### src/rtl/fir_pkg.sv
// ---------------------------------------------------------------------------
// fir_pkg
// Shared constants, types and arithmetic helpers for the FIR filter datapath.
//
// Contents
//   FIR_ACC_W          full-precision accumulator width (signed)
//   FIR_SAMPLE_W       requantized output sample width (signed)
//   FIR_DEFAULT_SHIFT  default right-shift from accumulator to sample scale
//   fir_wide_t         accumulator plus one guard bit, wide enough to hold
//                      any rounded quotient without wrapping
//   fir_round_conv()   arithmetic right shift with convergent rounding
//   fir_saturate()     clamp a wide value into a signed out_w-bit range
// ---------------------------------------------------------------------------
package fir_pkg;

    localparam int FIR_ACC_W         = 48;
    localparam int FIR_SAMPLE_W      = 18;
    localparam int FIR_DEFAULT_SHIFT = 17;

    // One guard bit above the accumulator so that rounding up the largest
    // positive quotient can never wrap into the sign bit.
    localparam int FIR_WIDE_W = FIR_ACC_W + 1;

    typedef logic signed [FIR_ACC_W-1:0]  fir_acc_t;
    typedef logic signed [FIR_WIDE_W-1:0] fir_wide_t;

    // Shift right by 'shift' and round to nearest, ties to even.
    // The discarded fraction is compared against one half of an output LSB;
    // an exact half rounds towards the even quotient, which removes the
    // small positive bias plain round-half-up would accumulate over a
    // long sample stream. A shift of zero passes the value through.
    function automatic fir_wide_t fir_round_conv(input fir_acc_t data, input int shift);
        fir_wide_t ext;
        fir_wide_t quo;
        fir_wide_t mask;
        fir_wide_t frac;
        fir_wide_t half;
        ext = {data[FIR_ACC_W-1], data};
        if (shift <= 0) begin
            return ext;
        end
        quo  = ext >>> shift;
        mask = (fir_wide_t'(1) <<< shift) - fir_wide_t'(1);
        frac = ext & mask;
        half = fir_wide_t'(1) <<< (shift - 1);
        if ((frac > half) || ((frac == half) && quo[0])) begin
            quo = quo + fir_wide_t'(1);
        end
        return quo;
    endfunction

    // Clamp a wide signed value into [-2^(out_w-1), 2^(out_w-1)-1].
    // Callers detect saturation by comparing the result with the input.
    function automatic fir_wide_t fir_saturate(input fir_wide_t value, input int out_w);
        fir_wide_t hi;
        fir_wide_t lo;
        hi = (fir_wide_t'(1) <<< (out_w - 1)) - fir_wide_t'(1);
        lo = ~hi;
        if (value > hi) begin
            return hi;
        end
        if (value < lo) begin
            return lo;
        end
        return value;
    endfunction

endpackage

### src/rtl/fir_sync_fifo.sv
// ---------------------------------------------------------------------------
// fir_sync_fifo
// Single-clock first-word-fall-through FIFO. The head entry is always visible
// on rdata while empty is low, so a consumer can use it in the same cycle it
// decides to pop.
//
// Ports
//   clk     in   clock, all state updates on posedge
//   rst_n   in   synchronous reset, active-low (pointers only)
//   push    in   write wdata this cycle (ignored when full without a pop)
//   wdata   in   Width-bit entry to write
//   pop     in   remove the head entry (ignored when empty)
//   rdata   out  head entry, valid while empty is low
//   full    out  Depth entries stored
//   empty   out  no entries stored
//   level   out  current occupancy, 0..Depth
// ---------------------------------------------------------------------------
module fir_sync_fifo
#(
    parameter int Width = 18,
    parameter int Depth = 8
)
(
    input  logic                     clk,
    input  logic                     rst_n,
    input  logic                     push,
    input  logic [Width-1:0]         wdata,
    input  logic                     pop,
    output logic [Width-1:0]         rdata,
    output logic                     full,
    output logic                     empty,
    output logic [$clog2(Depth):0]   level
);

    localparam int AW = $clog2(Depth);

    // Pointers carry one extra wrap bit so that full and empty can be told
    // apart when the address bits coincide.
    logic [AW:0]      wr_ptr;
    logic [AW:0]      rd_ptr;
    logic [Width-1:0] mem [Depth];

    logic do_push;
    logic do_pop;

    assign empty = (wr_ptr == rd_ptr);
    assign full  = (wr_ptr[AW] != rd_ptr[AW]) && (wr_ptr[AW-1:0] == rd_ptr[AW-1:0]);
    assign level = wr_ptr - rd_ptr;
    assign rdata = mem[rd_ptr[AW-1:0]];

    // A pop frees a slot on the same edge, so a push into a full FIFO is
    // accepted whenever it coincides with a real pop.
    assign do_pop  = pop && !empty;
    assign do_push = push && (!full || do_pop);

    // Pointer update; both can advance together, leaving the level unchanged.
    always_ff @(posedge clk) begin
        if (!rst_n) begin
            wr_ptr <= '0;
            rd_ptr <= '0;
        end else begin
            if (do_push) begin
                wr_ptr <= wr_ptr + 1'b1;
            end
            if (do_pop) begin
                rd_ptr <= rd_ptr + 1'b1;
            end
        end
    end

    // Storage is deliberately not reset; stale entries are never visible
    // because the pointers define what is valid.
    always_ff @(posedge clk) begin
        if (do_push) begin
            mem[wr_ptr[AW-1:0]] <= wdata;
        end
    end

endmodule

### src/rtl/fir_output_requantizer.sv
// ---------------------------------------------------------------------------
// fir_output_requantizer
// Receive side of the FIR output interface. Each full-precision accumulator
// sample is shifted down with convergent rounding, saturated to OutWidth
// signed bits and queued in a FWFT FIFO that drives a valid/ready sink.
//
// Pipeline: stage 1 rounds, stage 2 saturates, stage 3 is the FIFO write, so
// a sample entering on cycle N is visible at the FIFO head on cycle N+3.
//
// Ports
//   Clk_i        in   clock, all logic on posedge
//   Rstn_i       in   synchronous reset, active-low
//   Data_i       in   InWidth-bit signed accumulator sample
//   DataValid_i  in   Data_i valid; always accepted (no backpressure)
//   Data_o       out  OutWidth-bit signed sample at the FIFO head
//   DataValid_o  out  FIFO not empty
//   DataReady_i  in   sink accepts the head sample this cycle
//   Overflow_o   out  sticky, some sample was clamped
//   Dropped_o    out  sticky, some sample was lost to a full FIFO
//   FlagClr_i    in   clears both sticky flags (a coincident set wins)
//   Level_o      out  FIFO occupancy
// ---------------------------------------------------------------------------
module fir_output_requantizer
    import fir_pkg::*;
#(
    parameter int InWidth   = FIR_ACC_W,
    parameter int OutWidth  = FIR_SAMPLE_W,
    parameter int Shift     = FIR_DEFAULT_SHIFT,
    parameter int FifoDepth = 8
)
(
    input  logic                         Clk_i,
    input  logic                         Rstn_i,
    input  logic [InWidth-1:0]           Data_i,
    input  logic                         DataValid_i,
    output logic [OutWidth-1:0]          Data_o,
    output logic                         DataValid_o,
    input  logic                         DataReady_i,
    output logic                         Overflow_o,
    output logic                         Dropped_o,
    input  logic                         FlagClr_i,
    output logic [$clog2(FifoDepth):0]   Level_o
);

    // Width of the rounded quotient: the shifted-out bits are gone, and one
    // extra bit absorbs the round-up of the most positive value.
    localparam int QW = InWidth - Shift + 1;

    fir_acc_t               data_ext;
    logic                   s1_valid;
    logic signed [QW-1:0]   s1_q;
    fir_wide_t              q_wide;
    fir_wide_t              q_clamped;
    logic                   sat_now;
    logic                   s2_valid;
    logic [OutWidth-1:0]    s2_data;

    logic                   fifo_full;
    logic                   fifo_empty;
    logic                   fifo_pop;
    logic                   drop_now;

    // Accumulator sample sign-extended to the package's native width so the
    // shared rounding helper can be used for any InWidth up to FIR_ACC_W.
    assign data_ext = FIR_ACC_W'($signed(Data_i));

    assign q_wide    = FIR_WIDE_W'(s1_q);
    assign q_clamped = fir_saturate(q_wide, OutWidth);
    assign sat_now   = s1_valid && (q_clamped != q_wide);

    // Valid bits for both pipeline stages. These are the only pipeline
    // state that is reset, which is what discards in-flight samples.
    always_ff @(posedge Clk_i) begin
        if (!Rstn_i) begin
            s1_valid <= 1'b0;
            s2_valid <= 1'b0;
        end else begin
            s1_valid <= DataValid_i;
            s2_valid <= s1_valid;
        end
    end

    // Pipeline data registers, enabled by the valid of the stage feeding
    // them. Left unreset since the valid bits qualify their contents.
    always_ff @(posedge Clk_i) begin
        if (DataValid_i) begin
            s1_q <= QW'(fir_round_conv(data_ext, Shift));
        end
        if (s1_valid) begin
            s2_data <= q_clamped[OutWidth-1:0];
        end
    end

    // The sink pops whenever it sees a valid head and is ready. A push that
    // meets a full FIFO with no simultaneous pop is the only way to lose a
    // sample, and that is exactly what the Dropped flag records.
    assign fifo_pop = DataValid_o && DataReady_i;
    assign drop_now = s2_valid && fifo_full && !fifo_pop;

    // Sticky status flags. Overflow is raised on the edge that captures a
    // clamped sample into stage 2; Dropped on the edge a push is discarded.
    // A new event outranks a clear in the same cycle so no event is missed.
    always_ff @(posedge Clk_i) begin
        if (!Rstn_i) begin
            Overflow_o <= 1'b0;
            Dropped_o  <= 1'b0;
        end else begin
            Overflow_o <= sat_now  || (Overflow_o && !FlagClr_i);
            Dropped_o  <= drop_now || (Dropped_o  && !FlagClr_i);
        end
    end

    fir_sync_fifo #(
        .Width (OutWidth),
        .Depth (FifoDepth)
    ) u_fifo (
        .clk   (Clk_i),
        .rst_n (Rstn_i),
        .push  (s2_valid),
        .wdata (s2_data),
        .pop   (fifo_pop),
        .rdata (Data_o),
        .full  (fifo_full),
        .empty (fifo_empty),
        .level (Level_o)
    );

    assign DataValid_o = !fifo_empty;

endmodule
### config.mk
export PLATFORM = sky130hd
export DESIGN_NAME = fir_output_requantizer
export DESIGN_NICKNAME = d
export VERILOG_FILES = /design/src/rtl/fir_pkg.sv /design/src/rtl/fir_sync_fifo.sv /design/src/rtl/fir_output_requantizer.sv
export SDC_FILE = /design/constraint.sdc
export NUM_CORES = 1
export LEC_CHECK = 0
export ABC_AREA = 0
export ABC_CLOCK_PERIOD_IN_PS = 8400
export BUFFER_PORTS_ARGS = -buffer_cell sky130_fd_sc_hd__clkbuf_2
export CAP_MARGIN = 20
export CORE_MARGIN = 4
export CORE_UTILIZATION = 55
export CTS_CLUSTER_DIAMETER = 40
export DETAILED_ROUTE_END_ITERATION = 8
export PLACE_DENSITY_LB_ADDON = 0.3
export SLEW_MARGIN = 15
export SYNTH_ARGS = -nofsm -noshare
export SYNTH_HDL_FRONTEND = slang
export SYNTH_SLANG_ARGS = --single-unit
export TNS_END_PERCENT = 1
### constraint.sdc
create_clock -name Clk_i -period 8.4 [get_ports Clk_i]
set_input_delay 2.1 -clock Clk_i [delete_from_list [all_inputs] [get_ports Clk_i]]
set_output_delay 2.1 -clock Clk_i [all_outputs]
set_load 0.05 [all_outputs]
; Yosys cells after proc, flatten, opt, wreduce, memory -nomap -nowiden
; Memories as Yosys holds them, arrays and structs flattened. A register that Yosys moved wholly into a read port is not among the register bits.
; Index checks and enable logic that the tools add are counted.
; W data, S select, Z words.
[word_totals]
reg_bits = 62
latch_bits = 0
ram_bits = 144
romBits = 0
in_bits = 53
output_inout_bits = 25
mem_count = 1
[op_classes]
addsub = 4
mul = 0
div_mod_pow = 0
magnitude_cmp = 3
eq_ne = 5
n_shift = 0
n_mux = 12
bitwise = 0
reduce_logical = 18
[mem_list]
columns = memory, depth, width, read_ports, rd_ports_with_merged_regs, write_ports, line_no
row1 = u_fifo.mem, 8, 18, 1, 1, 1, fir_sync_fifo.sv:41  ; logic [Width-1:0] mem [Depth];
[op_table]
columns = op, n
row1 = $mux W49, 4
row2 = $ne A49 B32 Y1, 1
row3 = $add A31 B2 Y32 const B, 1
row4 = $gt A32 B18 Y1 const B, 1
row5 = $lt A32 B18 Y1 const B, 1
row6 = $mux W32, 1
row7 = $eq A17 B17 Y1 const B, 1
row8 = $gt A17 B17 Y1 const B, 1
row9 = $logic_and A1 B1 Y1, 10
row10 = $add A4 B1 Y4 const B, 2
row11 = $mux W3, 2
row12 = $mux W1, 5
row13 = $eq A4 B4 Y1, 1
row14 = $logic_not A1 Y1, 4
row15 = $logic_or A1 B1 Y1, 4
row16 = $sub A4 B4 Y4, 1
row17 = $eq A3 B3 Y1, 1
row18 = $ne A1 B1 Y1, 1

; Longest topological paths before layout
[depth]
word_depth = 8
ltp_mapped = 7

; By module
; From an unflattened synthesis, not the netlist that was laid out.
[unflattened]
hier_cells = 513
area_unflattened_um2 = 8897.3
[modules_own_cells]
columns = mod, instances, cells_each, area_each_um2, seq_area_each_um2
row1 = fir_sync_fifo, 1, 282, 6202.2, 4544.4
row2 = fir_output_requantizer, 1, 231, 2695.1, 1581.5

; Least setup slack after synthesis
; No wires, ideal clock.
[synth_timing]
path_kind = input -> register
startpoint = input port DataReady_i
endpoint = memory u_fifo.mem[0][0] (enable)
setup_ns = 0.416
arrival_ns = 3.670
required_ns = 7.984
path_slack_ns = 4.315
path_stages = 3
cell_sequence = o31a_2 -> nand2_1 -> nor3_1
[synth_between]
elab_chain_len = 6
[synth_lines]
columns = element, line_no
row1 = start: declaration, fir_output_requantizer.sv:38  ; input logic DataReady_i,
row2 = $logic_and A1 B1 Y1, fir_output_requantizer.sv:97  ; assign fifo_pop = DataValid_o && DataReady_i;
row3 = $logic_and A1 B1 Y1, fir_sync_fifo.sv:53  ; assign do_pop = pop && !empty;
row4 = $logic_or A1 B1 Y1, fir_sync_fifo.sv:54  ; assign do_push = push && (!full || do_pop);
row5 = $logic_and A1 B1 Y1, fir_sync_fifo.sv:54
row6 = $mux W1, fir_sync_fifo.sv:74  ; if (do_push) begin
row7 = $mux W1 (implied by the code), fir_sync_fifo.sv:75  ; mem[wr_ptr[AW-1:0]] <= wdata;
row8 = end: declaration, fir_sync_fifo.sv:41
; No other way between the ends.

==> results.md <==
- RSZ-0062 raised after global routing: false
- Largest net degree at the start of global routing: 37
- Non-filler cells, final: 836
- Clock-pin slew on the worst setup and hold paths: 0.06 ns
- Synth Flop Type: edfxtp_1
- Die area: 17,800 um^2
- Number of flops mapped to enable cells by yosys: 194
- Library cells used by synthesis: 46
- Ant. Diodes: 0
- Cell Pwr Density: 235 nW/um^2
- Setup Fix Bufs, Post-CTS: 0
- Peak supply drop: 0.156 mV
- Hold Vio Cnt, Final: 0
- Seq/Total Area, Yosys: 70.7%
- CP required: 6.30 ns
- Io pins: 78
- Worst Path Max Fanout: 36
- Final Util: 66.2%
- Final HPWL DP: 9.61 mm
- FF+latch count, synth: 209
- Crit path time final: 4.61 ns
- DRT antenna net count: 0
- Final weighted congestion in routability-driven placement: 0.823
- Vias post-DR: 4,693
- Syn avg cell area: 17.0 um^2
- Vias/cell: 5.61
- Startpoint types: flop
- Hold Crit Class: flop to flop
- Tot GR Track Use: 17.9%
- IO buf count: 77
- Cts repair resizes: 0
- Clock sink count: 209
- Initial antenna violation count: 0
- H-tree depth: 1
- Vias in the first global route: 4,800
- Post-synthesis net count: 570
- Die width: 133 um
- Status: finished clean
- Met1 Usage GRT: 25.5%
- Worst-Margin Slew: 1.07 ns
- CTS Root Buffer Type: clkbuf_16
- CP Capture Type: output port
- Final Skew: 0.00819 ns
- Final Setup Violations: 0
- Crit path DAT: 2.51 ns
- First-pass GRT wire length: 25.1 mm
- CTS buffer count: 25
- Hold-fix buffers at CTS: 0
- Routed WL per cell: 18.6 um
- Mapped cell area: 8660 um^2
- Total grt overflow: 0
- Initial DRC count: 408
- Max-slew violations: 0
- Most Crowded Layer GR: met2
- Fin Setup TNS: 0 ns
- Pre-antenna DRT Iters: 5
- Slew Limit Headroom: 28.3%
- Bufs on Longest Clock Path: 3
- Core area: 15,300 um^2
- Chip Height: 133 um
- Leak: 3.46 nW
- Global-route track usage on met3: 2.53%
- Starting density of the core: 56.5%
- CTS tree: done
- Nets: 667
- Mapped Cells: 509
- WS Path Type: flop to output port
- DRC viols: 0
- Asr flop ratio synth: 0%
- Dpl cells: 789
- Area Overhead vs Synth: 17.0%
- Worst-Skew Late Latency: 0.50 ns
- GRT met2 Usage: 29.3%
- Fraction of layout cells with a size suffix above 1: 31.4%
- Detailed-route wire length: 15.5 mm
- Max capacitance violation total: 0
- Max Fclk: 217 MHz
- Period utilization: 54.9%
- Row cnt: 45
- Yosys warning total: 0
kinds of logic (layout without fill, tap and decap cells):
family	Yosys count	in the layout	share of synthesized area, %
AOI/OAI and AO/OA	36	36	2.73
xor gates and xnor gates	36	36	3.64
muxes	54	54	11.7
and+or+nand+nor	124	124	7.87
DFF	209	209	70.7
adders and majority gates	8	8	1.24
buffers and inverters	42	158	2.07
cells in the final DEF, fill, tap and decap left out, types with 6 or more instances in the layout:
cell type and count:
edfxtp_1 194, clkbuf_2 77, mux4_2 36, nand2_1 26
xnor2_1 26, inv_1 25, clkbuf_16 25, o21ai_0 19
mux2_2 18, nor2_1 18, nand4_1 17, dfxtp_1 14
nand3_1 12, xor2_1 10, and3_1 9, nor4_1 9
buf_4 9, ha_1 7, nor3_1 6, and2_1 6
worst max-delay path, stage by stage (launching register included):
cell and delay, ns:
dfxtp_2 0.31, buf_4 0.56, mux4_2 0.58, mux2_2 0.31, clkbuf_2 0.24
path summary, 6_finish.rpt:
| path | start | end | slack, ns | cells after the start |
|---|---|---|---|---|
| max | flop | Data_o[6] | 3.79 | 4 |
| min | u_fifo.rd_ptr[3] | u_fifo.rd_ptr[3] | 0.51 | 2 |
| max reg2reg | u_fifo.wr_ptr[2] | u_fifo.mem[0][13] | 6.03 | 6 |
| min reg2reg | u_fifo.rd_ptr[3] | u_fifo.rd_ptr[3] | 0.51 | 2 |
synth_stat cells (2+ instances only):
cell	number	area, um^2
or3_1	2	12.5
buf_2	4	20.0
o21ai_0	19	95.1
nand3b_1	2	15.0
nand2b_1	2	12.5
a21boi_0	3	22.5
nand3_1	12	60.1
nor2b_1	3	18.8
buf_4	2	15.0
dfxtp_1	15	300
clkbuf_1	8	30.0
xnor2_1	26	228
and2_1	6	37.5
mux2_2	18	203
xor2_1	10	87.6
and4_4	3	33.8
o21a_1	2	15.0
and3_1	9	56.3
nor3_1	8	40.0
o211ai_1	2	15.0
nand2_1	26	97.6
nor2_1	18	67.6
nor4_1	9	56.3
nand4_1	17	106
ha_1	7	87.6
mux4_2	36	811
edfxtp_1	194	5830
a21boi_1	2	15.0
inv_1	25	93.8
a21oi_1	3	15.0
state kept, by name (all words and copies together) (netlist names), named ones only:
register       cells
Dropped_o          1
Overflow_o         1
s1_q              32
s1_valid           1
s2_data           18
s2_valid           1
u_fifo.mem       144
u_fifo.rd_ptr      4
u_fifo.wr_ptr      4
stage by stage:
step | cell area, um^2 | power (W) | hold WS, ns | setup slack, ns
after floorplan | 8660 | 0.00134 | 0.469 | 4.31
after global placement | 9320 | 0.00140 | 0.486 | 4.26
after detailed placement | 9320 | 0.00140 | 0.503 | 4.25
after CTS | 10100 | 0.00240 | 0.511 | 3.72
after global routing | 10100 | 0.00247 | 0.547 | 3.62
final | 10100 | 0.00238 | 0.505 | 3.79
power by group:
part / switching, W / internal, W
Combinational: 0.000111 / 0.0000695
Sequential: 0.0000253 / 0.00117
Clock: 0.000414 / 0.000585
layout make-up:
cell class,instances,area (um^2)
Multi-Input combinational cell,258,2380
Sequential cell,209,6130
Inverter,25,93.8
Tap cell,211,264
Clock buffer,26,629
Timing Repair Buffer,87,480
Fill cell,1085,5180
Clock inverter,20,161
layer usage:
metal,wire (um),share of wire [%],vias up
met2,7540,49,158
li1,-,-,2186
met1,6760,44,2327
met3,906,5.8,22
met5,0,0,-
met4,314,2.0,0
Note: power is estimated with default switching activity, not from simulation.
